### src/rtl/eth_tx_arbiter.sv
// eth_tx_arbiter
// Frame-granular two-source arbiter for the Ethernet MAC transmit AXI-stream.
// Source 0 is the RVVI packetizer and source 1 is a host/debug frame generator.
// One source owns the output for a whole frame, which lasts until tlast.
// After each frame a programmable idle gap is forced. A frame that runs past
// MAX_FRAME_WORDS beats is cut short: m_tlast is forced on the last allowed
// beat, and the rest of the source frame is accepted and dropped.
//
// Ports:
//   m_axi_aclk, m_axi_aresetn : clock and asynchronous active-low reset
//   cfg_fixed_prio            : 1 = source 0 wins ties, 0 = round-robin
//   s0_* / s1_*               : AXI-stream slave inputs from the two sources
//   m_*                       : AXI-stream master output towards the MAC
//   grant                     : one-hot current owner (00 = none)
//   frame_count               : frames completed on m_* (wraps)
//   overlength                : sticky flag, set when any frame is truncated
module eth_tx_arbiter #(
  parameter int DATA_WIDTH      = 32,
  parameter int KEEP_WIDTH      = DATA_WIDTH / 8,
  parameter int FRAME_GAP       = 2,
  parameter int MAX_FRAME_WORDS = 512
) (
  input  logic                  m_axi_aclk,
  input  logic                  m_axi_aresetn,
  input  logic                  cfg_fixed_prio,
  input  logic [DATA_WIDTH-1:0] s0_tdata,
  input  logic [KEEP_WIDTH-1:0] s0_tkeep,
  input  logic                  s0_tvalid,
  input  logic                  s0_tlast,
  output logic                  s0_tready,
  input  logic [DATA_WIDTH-1:0] s1_tdata,
  input  logic [KEEP_WIDTH-1:0] s1_tkeep,
  input  logic                  s1_tvalid,
  input  logic                  s1_tlast,
  output logic                  s1_tready,
  output logic [DATA_WIDTH-1:0] m_tdata,
  output logic [KEEP_WIDTH-1:0] m_tkeep,
  output logic                  m_tvalid,
  output logic                  m_tlast,
  input  logic                  m_tready,
  output logic [1:0]            grant,
  output logic [31:0]           frame_count,
  output logic                  overlength
);

  localparam int WC_W  = $clog2(MAX_FRAME_WORDS + 1);
  localparam int GAP_W = (FRAME_GAP > 1) ? $clog2(FRAME_GAP) : 1;
  localparam logic [GAP_W-1:0] GAP_LOAD  = (FRAME_GAP > 0) ? GAP_W'(FRAME_GAP - 1) : '0;
  localparam logic [WC_W-1:0]  LAST_BEAT = WC_W'(MAX_FRAME_WORDS - 1);

  typedef enum logic [1:0] {IDLE, BUSY, DRAIN, GAP} state_t;

  state_t           state;
  logic             owner;        // index of the granted source, meaningful while grant != 0
  logic             last_served;  // index of the source whose frame finished most recently
  logic [WC_W-1:0]  word_cnt;     // beats already passed in the current frame
  logic [GAP_W-1:0] gap_cnt;

  logic [DATA_WIDTH-1:0] sel_tdata;
  logic [KEEP_WIDTH-1:0] sel_tkeep;
  logic                  sel_tvalid;
  logic                  sel_tlast;
  logic                  trunc_beat;
  logic                  out_beat;
  logic                  pick_s1;

  assign sel_tdata  = owner ? s1_tdata  : s0_tdata;
  assign sel_tkeep  = owner ? s1_tkeep  : s0_tkeep;
  assign sel_tvalid = owner ? s1_tvalid : s0_tvalid;
  assign sel_tlast  = owner ? s1_tlast  : s0_tlast;

  // The current beat is the last one allowed for this frame.
  assign trunc_beat = (word_cnt == LAST_BEAT);
  assign out_beat   = (state == BUSY) && sel_tvalid && m_tready;

  // Grant decision made in IDLE. On a tie, round-robin gives the grant to
  // the source that was not served last.
  always_comb begin
    pick_s1 = 1'b0;
    if (s0_tvalid && s1_tvalid) begin
      pick_s1 = cfg_fixed_prio ? 1'b0 : ~last_served;
    end else begin
      pick_s1 = s1_tvalid;
    end
  end

  // Zero-latency pass-through while BUSY. DRAIN swallows the tail of a
  // truncated frame, so the owner sees ready high but m_tvalid stays low.
  always_comb begin
    m_tdata   = sel_tdata;
    m_tkeep   = sel_tkeep;
    m_tvalid  = 1'b0;
    m_tlast   = 1'b0;
    s0_tready = 1'b0;
    s1_tready = 1'b0;
    case (state)
      BUSY: begin
        m_tvalid  = sel_tvalid;
        m_tlast   = sel_tlast | trunc_beat;
        s0_tready = ~owner & m_tready;
        s1_tready = owner & m_tready;
      end
      DRAIN: begin
        s0_tready = ~owner;
        s1_tready = owner;
      end
      default: ;
    endcase
  end

  always_ff @(posedge m_axi_aclk or negedge m_axi_aresetn) begin
    if (!m_axi_aresetn) begin
      state       <= IDLE;
      grant       <= 2'b00;
      owner       <= 1'b0;
      last_served <= 1'b1;
      word_cnt    <= '0;
      gap_cnt     <= '0;
      frame_count <= '0;
      overlength  <= 1'b0;
    end else begin
      case (state)
        IDLE: begin
          if (s0_tvalid || s1_tvalid) begin
            owner    <= pick_s1;
            grant    <= pick_s1 ? 2'b10 : 2'b01;
            word_cnt <= '0;
            state    <= BUSY;
          end
        end

        BUSY: begin
          if (out_beat) begin
            if (sel_tlast) begin
              frame_count <= frame_count + 32'd1;
              last_served <= owner;
              word_cnt    <= '0;
              grant       <= 2'b00;
              gap_cnt     <= GAP_LOAD;
              state       <= (FRAME_GAP == 0) ? IDLE : GAP;
            end else if (trunc_beat) begin
              // Forced tlast went out on this beat; the frame counts as sent.
              frame_count <= frame_count + 32'd1;
              overlength  <= 1'b1;
              word_cnt    <= '0;
              state       <= DRAIN;
            end else begin
              word_cnt <= word_cnt + 1'b1;
            end
          end
        end

        DRAIN: begin
          if (sel_tvalid && sel_tlast) begin
            last_served <= owner;
            grant       <= 2'b00;
            gap_cnt     <= GAP_LOAD;
            state       <= (FRAME_GAP == 0) ? IDLE : GAP;
          end
        end

        GAP: begin
          // gap_cnt is loaded with FRAME_GAP-1 on entry, so GAP lasts
          // exactly FRAME_GAP cycles.
          if (gap_cnt == '0) begin
            state <= IDLE;
          end else begin
            gap_cnt <= gap_cnt - 1'b1;
          end
        end

        default: state <= IDLE;
      endcase
    end
  end

endmodule

### config.mk
export PLATFORM = sky130hd
export DESIGN_NAME = eth_tx_arbiter
export DESIGN_NICKNAME = d
export VERILOG_FILES = /design/src/rtl/eth_tx_arbiter.sv
export SDC_FILE = /design/constraint.sdc
export NUM_CORES = 1
export LEC_CHECK = 0
export CAP_MARGIN = 20
export CELL_PAD_IN_SITES_DETAIL_PLACEMENT = 2
export CELL_PAD_IN_SITES_GLOBAL_PLACEMENT = 2
export CORE_MARGIN = 1
export CORE_UTILIZATION = 21
export DETAILED_ROUTE_END_ITERATION = 7
export PLACE_DENSITY = 0.85
export SLEW_MARGIN = 10
export SYNTH_ARGS = -nofsm -noshare
export SYNTH_HDL_FRONTEND = slang
export SYNTH_SLANG_ARGS = --single-unit
### constraint.sdc
create_clock -name m_axi_aclk -period 2.1 [get_ports m_axi_aclk]
set_input_delay 0.42 -clock m_axi_aclk [delete_from_list [all_inputs] [get_ports m_axi_aclk]]
set_output_delay 0.42 -clock m_axi_aclk [all_outputs]
set_load 0.03 [all_outputs]
## Word level (Yosys, flattened, before mapping)

Cells that the tools add are included.

| word-level totals | value |
|---|---|
| word-level logic and storage cells | 85 |
| bits of input ports | 80 |
| flip-flop bits (word level) | 50 |
| output and inout bits | 75 |

| cells by class | value |
|---|---|
| reduce and logical (&&, ||, !) cells | 19 |
| bitwise operators | 6 |
| eq/ne operators | 10 |
| multiplexer cells | 39 |
| $add $sub $neg | 3 |

Operators with widths:

| operator | number |
|---|---|
| 2-to-1 mux 32 bit | 3 |
| 2-to-1 mux 10 bit | 4 |
| adder 32 x 1 -> 32 bit, second input constant | 1 |
| 2-to-1 mux 2 bit | 11 |
| case mux 10 bit (2 select lines) | 1 |
| 2-to-1 mux 1 bit | 13 |
| AND reduction 4 bit | 3 |
| adder 10 x 1 -> 10 bit, second input constant | 1 |
| == test 10 x 9 -> 1 bit, second input constant | 1 |
| != test 2 bit, second input constant | 5 |
| AND reduction 5 bit | 2 |
| case mux 2 bit (4 select lines) | 1 |
| case mux 1 bit (2 select lines) | 3 |
| case mux 2 bit (3 select lines) | 1 |
| AND reduction 3 bit | 2 |
| nonzero test 2 bit | 3 |
| nonzero test 3 bit | 2 |
| == test 2 bit, second input constant | 2 |
| logical AND 1 bit | 4 |
| 2-to-1 mux 4 bit | 1 |
| != test 3 bit, second input constant | 1 |
| inverter 1 bit | 3 |
| case mux 1 bit (3 select lines) | 1 |
| bitwise AND 1 bit | 2 |
| 6 further kinds | 6 |

## Logic depth before layout (Yosys ltp)

| depth | value |
|---|---|
| word-level depth | 6 |
| depth in mapped cells | 8 |
| gate-level depth less buffers | 7 |

## Worst setup path before layout

Ideal clock, no wire load.

| timing path | value |
|---|---|
| path kind | register -> register |
| from | reg state[1] |
| to | reg state[0] |
| path slack | 0.038 ns |
| library setup time | 0.129 ns |
| data required time | 1.971 ns |
| data arrival time | 1.933 ns |
| buffers on the path | 1 |
| stages on the path, launching flop included | 9 |
| clock period less this slack | 2.062 ns |
| path through | dfrtp_1 > inv_1 > ha_1 > and2_1 > clkbuf_1 > nand2_1 > a221oi_1 > nand3_1 > o41a_1 |

| between the ends | value |
|---|---|
| word-level cells in the longest chain between the ends | 5 |
| elaborated cells on any way between the ends | 13 |

Ends and longest elaborated chain:

| element | RTL line | RTL |
|---|---|---|
| start: declaration | 53 | `state_t state;` |
| start signal: assignment | 140 | `state <= (FRAME_GAP == 0) ? IDLE : GAP;` |
| start signal: assignment | 158 | `state <= (FRAME_GAP == 0) ? IDLE : GAP;` |
| == test 2 x 1 -> 1 bit | 74, 122 |  |
| logical AND 1 bit (2 in a row) | 74 | `assign out_beat = (state == BUSY) && sel_tvalid && m_tready;` |
| != test 2 bit (no source line) | - |  |
| AND reduction 5 bit (no source line) | - |  |

Parallel ways exist; a longest one is shown, timed or not.
A chain may end at the register's enable or synchronous reset.

## Worst setup path after layout

| timing path | value |
|---|---|
| from | reg state[0] |
| to | reg grant[0] |

| between the ends | value |
|---|---|
| word-level cells in the longest chain between the ends | 5 |
| elaborated cells on any way between the ends | 12 |

Ends and longest elaborated chain:

| element | RTL line | RTL |
|---|---|---|
| == test 2 x 1 -> 1 bit | 74, 122 |  |
| logical AND 1 bit (2 in a row) | 74 |  |
| != test 2 bit (no source line) | - |  |
| AND reduction 5 bit (no source line) | - |  |
| end signal: assignment | 126 | `grant <= pick_s1 ? 2'b10 : 2'b01;` |
| end: declaration | 41 | `output logic [1:0] grant,` |

Parallel ways exist; a longest one is shown, timed or not.

==> metrics.csv <==
stage,metric,value,unit
route,DRT Pass-1 Iters,4,
clocking,worst-case clock buffer depth,2,
final_layout,post-layout instance count excluding filler cells,648,
global_routing,gr busiest metal,met2,
logic_synthesis,post-synthesis mux area share,15.9,%
sta,Setup TNS Final,-1.60,ps
pwr,total chip power,5.04,mW
logic_synthesis,Synth cell types,48,
clocking,Sink Count,50,
logic_synthesis,number of synthesized flops with an enable pin,0,
setup_path,Crit Path Category,reg2reg,
setup_path,slowest CP cell,nor3b_1,
logic_synthesis,adder-cell share of the synthesized area,2.97,%
placed_design,Placer Congestion,0.788,
sta,Final Hold Vio Count,0,
sta,final worst slack,-1.60,ps
clocking,Root Driver,clkbuf_16,
pwr,Pwr Density,969,nW/µm²
status,outcome,finished with violations,
setup_path,"slowest stage delay, CP",590,ps
global_routing,pin count of the biggest net entering global routing,36,
global_routing,grt ovf,0,
setup_path,"critical path, cell by cell",inv_1 -> ha_1 -> nor3b_1 -> or3_1 -> mux2_2,
logic_synthesis,Synth top area share,41.6,%
clocking,"Reg clk slew, reported paths",70,ps
logic_synthesis,Synth Area in Simple Gates,18.3,%
final_layout,Antenna Cells,0,
sta,max-slew violations,0,
setup_path,Critical Path Start Type,register,
global_routing,M2 GR Usage,29.6,%
route,DR WL/cell,17.9,µm
setup_path,CP Data Arrival Time,2290,ps
clocking,CTS Buf Count,5,
clocking,level count of the clock H-tree,2,
floorplan,row cnt,42,
sta,Worst-Margin Slew,678,ps
sta,Worst Clk Skew,7.34,ps
route,antenna-violating nets left,0,
global_routing,GR Util All Layers,16.0,%
global_routing,vias in the first global route,3384,
global_routing,met3 usage,2.88,%
final_layout,final-stage net count,558,
sta,relative slew slack,54.7,%
logic_synthesis,"Top FF cell, synth",dfrtp_1,
floorplan,area of the die,14500,µm²
sta,Tcrit/Tclk final,100,%
logic_synthesis,Yosys reg bits,50,
logic_synthesis,post-synthesis xor/xnor area fraction,10.1,%
final_layout,share of layout cells above drive strength 1,32.6,%
logic_synthesis,complex-gate fraction of the synthesized area,8.06,%
setup_path,Worst EP required,2290,ps
floorplan,core area,13500,µm²
floorplan,height of the die,121,µm
logic_synthesis,largest family of logic cells by synthesized area,simple AND/OR/NAND/NOR gates,
final_layout,Area growth syn-to-layout,76.3,%
logic_synthesis,YS warnings,0,
status,failing checks,setup timing,
sta,RSZ-0062 raised after global routing,yes,
floorplan,Initial Util,21.9,%
placed_design,pre-CTS WS,-267,ps
logic_synthesis,"Avg Cell Area, Syn",10.7,µm²
placed_design,number of cells after detailed placement,627,
logic_synthesis,dominant cell type by area after synthesis,dfrtp_1,
route,drt total wl,11.6,mm
route,vias,2987,
logic_synthesis,Post-synth top cells,"49 x dfrtp_1, 40 x mux2_2, 23 x xnor2_1",
setup_path,critical path capture point type,register,
route,initial DRC count,125,
clocking,# hold bufs at CTS,0,
pwr,VDD IR-drop max,0.394,mV
route,drt drc,0,
floorplan,die width,121,µm
global_routing,met1 GRT Util,18.0,%
route,DR vias/cell,4.61,
logic_synthesis,main area contributors after synthesis,"dfrtp_1 42%, mux2_2 15%, xnor2_1 6.8%",
global_routing,initial antenna violation count,0,
final_layout,number of fill cells,1474,
sta,Hold WS,48.9,ps
pwr,P_leak,2.27,nW
placed_design,# port buffers,154,
clocking,Worst-Skew Late Latency,300,ps
hold_path,type of the tightest min-delay check,in2async,
logic_synthesis,synthesized instance count,276,
setup_path,worst-case reg-to-reg path depth,5,
global_routing,first-pass GRT wire length,18.0,mm
clocking,CTS tree,done,
sta,# setup viols final,1,
sta,Peak Freq,476,MHz
logic_synthesis,Synth Net Count,363,
logic_synthesis,"Seq/Total Area, Yosys",42.5,%
floorplan,I/O Pins,155,
job,# Max-Cap Violations,0,
sta,"Min Clock Period, post-route",2100,ps
placed_design,DP HPWL,9.07,mm
logic_synthesis,most common cell in the netlist,dfrtp_1,
logic_synthesis,Post-synth ARST share,100,%
setup_path,Crit Path Max Fanout,4,
logic_synthesis,Syn Std Cell Area,2950,µm²
## state kept, by name (all words and copies together) (netlist names)
name / count
owner: 1
gap_cnt: 1
word_cnt: 10
overlength: 1
grant: 2
last_served: 1
frame_count: 32
state: 2
## worst paths after layout
check / start / endpoint / slack (ps)
min in group m_axi_aclk: frame_count[31]$_DFFE_PN0P_ / frame_count[31]$_DFFE_PN0P_ / 480
setup / recovery: state[0]$_DFFE_PN0P_ / grant[0]$_DFFE_PN0P_ / -2
hold reg to reg: frame_count[31]$_DFFE_PN0P_ / frame_count[31]$_DFFE_PN0P_ / 480
max in group asynchronous: m_axi_aresetn / frame_count[25]$_DFFE_PN0P_ / 1520
setup reg to reg: state[0]$_DFFE_PN0P_ / grant[0]$_DFFE_PN0P_ / -2
hold / removal: m_axi_aresetn / word_cnt[9]$_DFFE_PN0P_ / 50
## layer usage
layer / vias up / part of all wire, %
li1: 1388 / -
met1: 1474 / 38
met2: 103 / 55
met3: 22 / 4.3
met4: 0 / 2.7
met5: - / 0
## power breakdown
| group | internal, mW | total (mW) | switching (mW) |
|---|---|---|---|
| logic | 1.41 | 2.99 | 1.58 |
| registers | 1.08 | 1.18 | 0.103 |
| clock network | 0.479 | 0.869 | 0.389 |
## cell usage in the layout, fill, tap and decap left out, drive strengths merged, types with 2 or more instances in the layout
master / instances
a21o: 3
a21oi: 3
a31oi: 2
and2: 4
and3: 9
and4: 5
buf: 84
clkbuf: 6
clkdlybuf4s50: 112
dfrtp: 49
ha: 7
inv: 6
mux2: 40
mux2i: 2
nand2: 18
nand3: 20
nand4: 8
nor2: 13
nor3: 6
nor3b: 3
nor4: 3
o21ai: 12
o31ai: 4
or3: 2
xnor2: 23
xor2: 11
## logic make-up (layout without fill, tap and decap cells)
kind of cell / count (synthesis) / count (layout)
flip-flops: 50 / 50
AO/OA/AOI/OAI: 35 / 35
buffers and inverters: 14 / 210
adder cells (fa/ha/maj): 7 / 7
multiplexers: 42 / 42
XOR/XNOR: 34 / 34
AND/OR/NAND/NOR: 94 / 94
## worst max-delay path, delay by kind of cell, from the launching register on
family                     cells  cell delay [ps]
and+or+nand+nor                2              860
DFF                            1              390
muxes                          1              350
adders and majority gates      1              240
buffers and inverters          1              150
## repair_timing
action                                  4_1_cts  5_1_grt
setup buffers                                 4        9
pin swaps                                     2        0
resized for setup                            13       10
endpoints found under the setup margin       11       13
## cell type report
type	instances	area, µm²	share of cell area (%)
Multi-Input combinational cell	212	1710	32.9
Sequential cell	50	1250	24.1
Inverter	5	18.8	0.361
Clock buffer	6	139	2.67
Clock inverter	2	16.3	0.313
Timing Repair Buffer	197	1840	35.4
Tap cell	176	220	4.23
## through the flow
step	util, %	cell area (µm²)
finish	38.7	5200
floorplan	-	2950
detailed placement	36.1	4860
global route	38.7	5200
global placement	36.1	4860
CTS	37.9	5090
(Power assumes the default switching activity.)
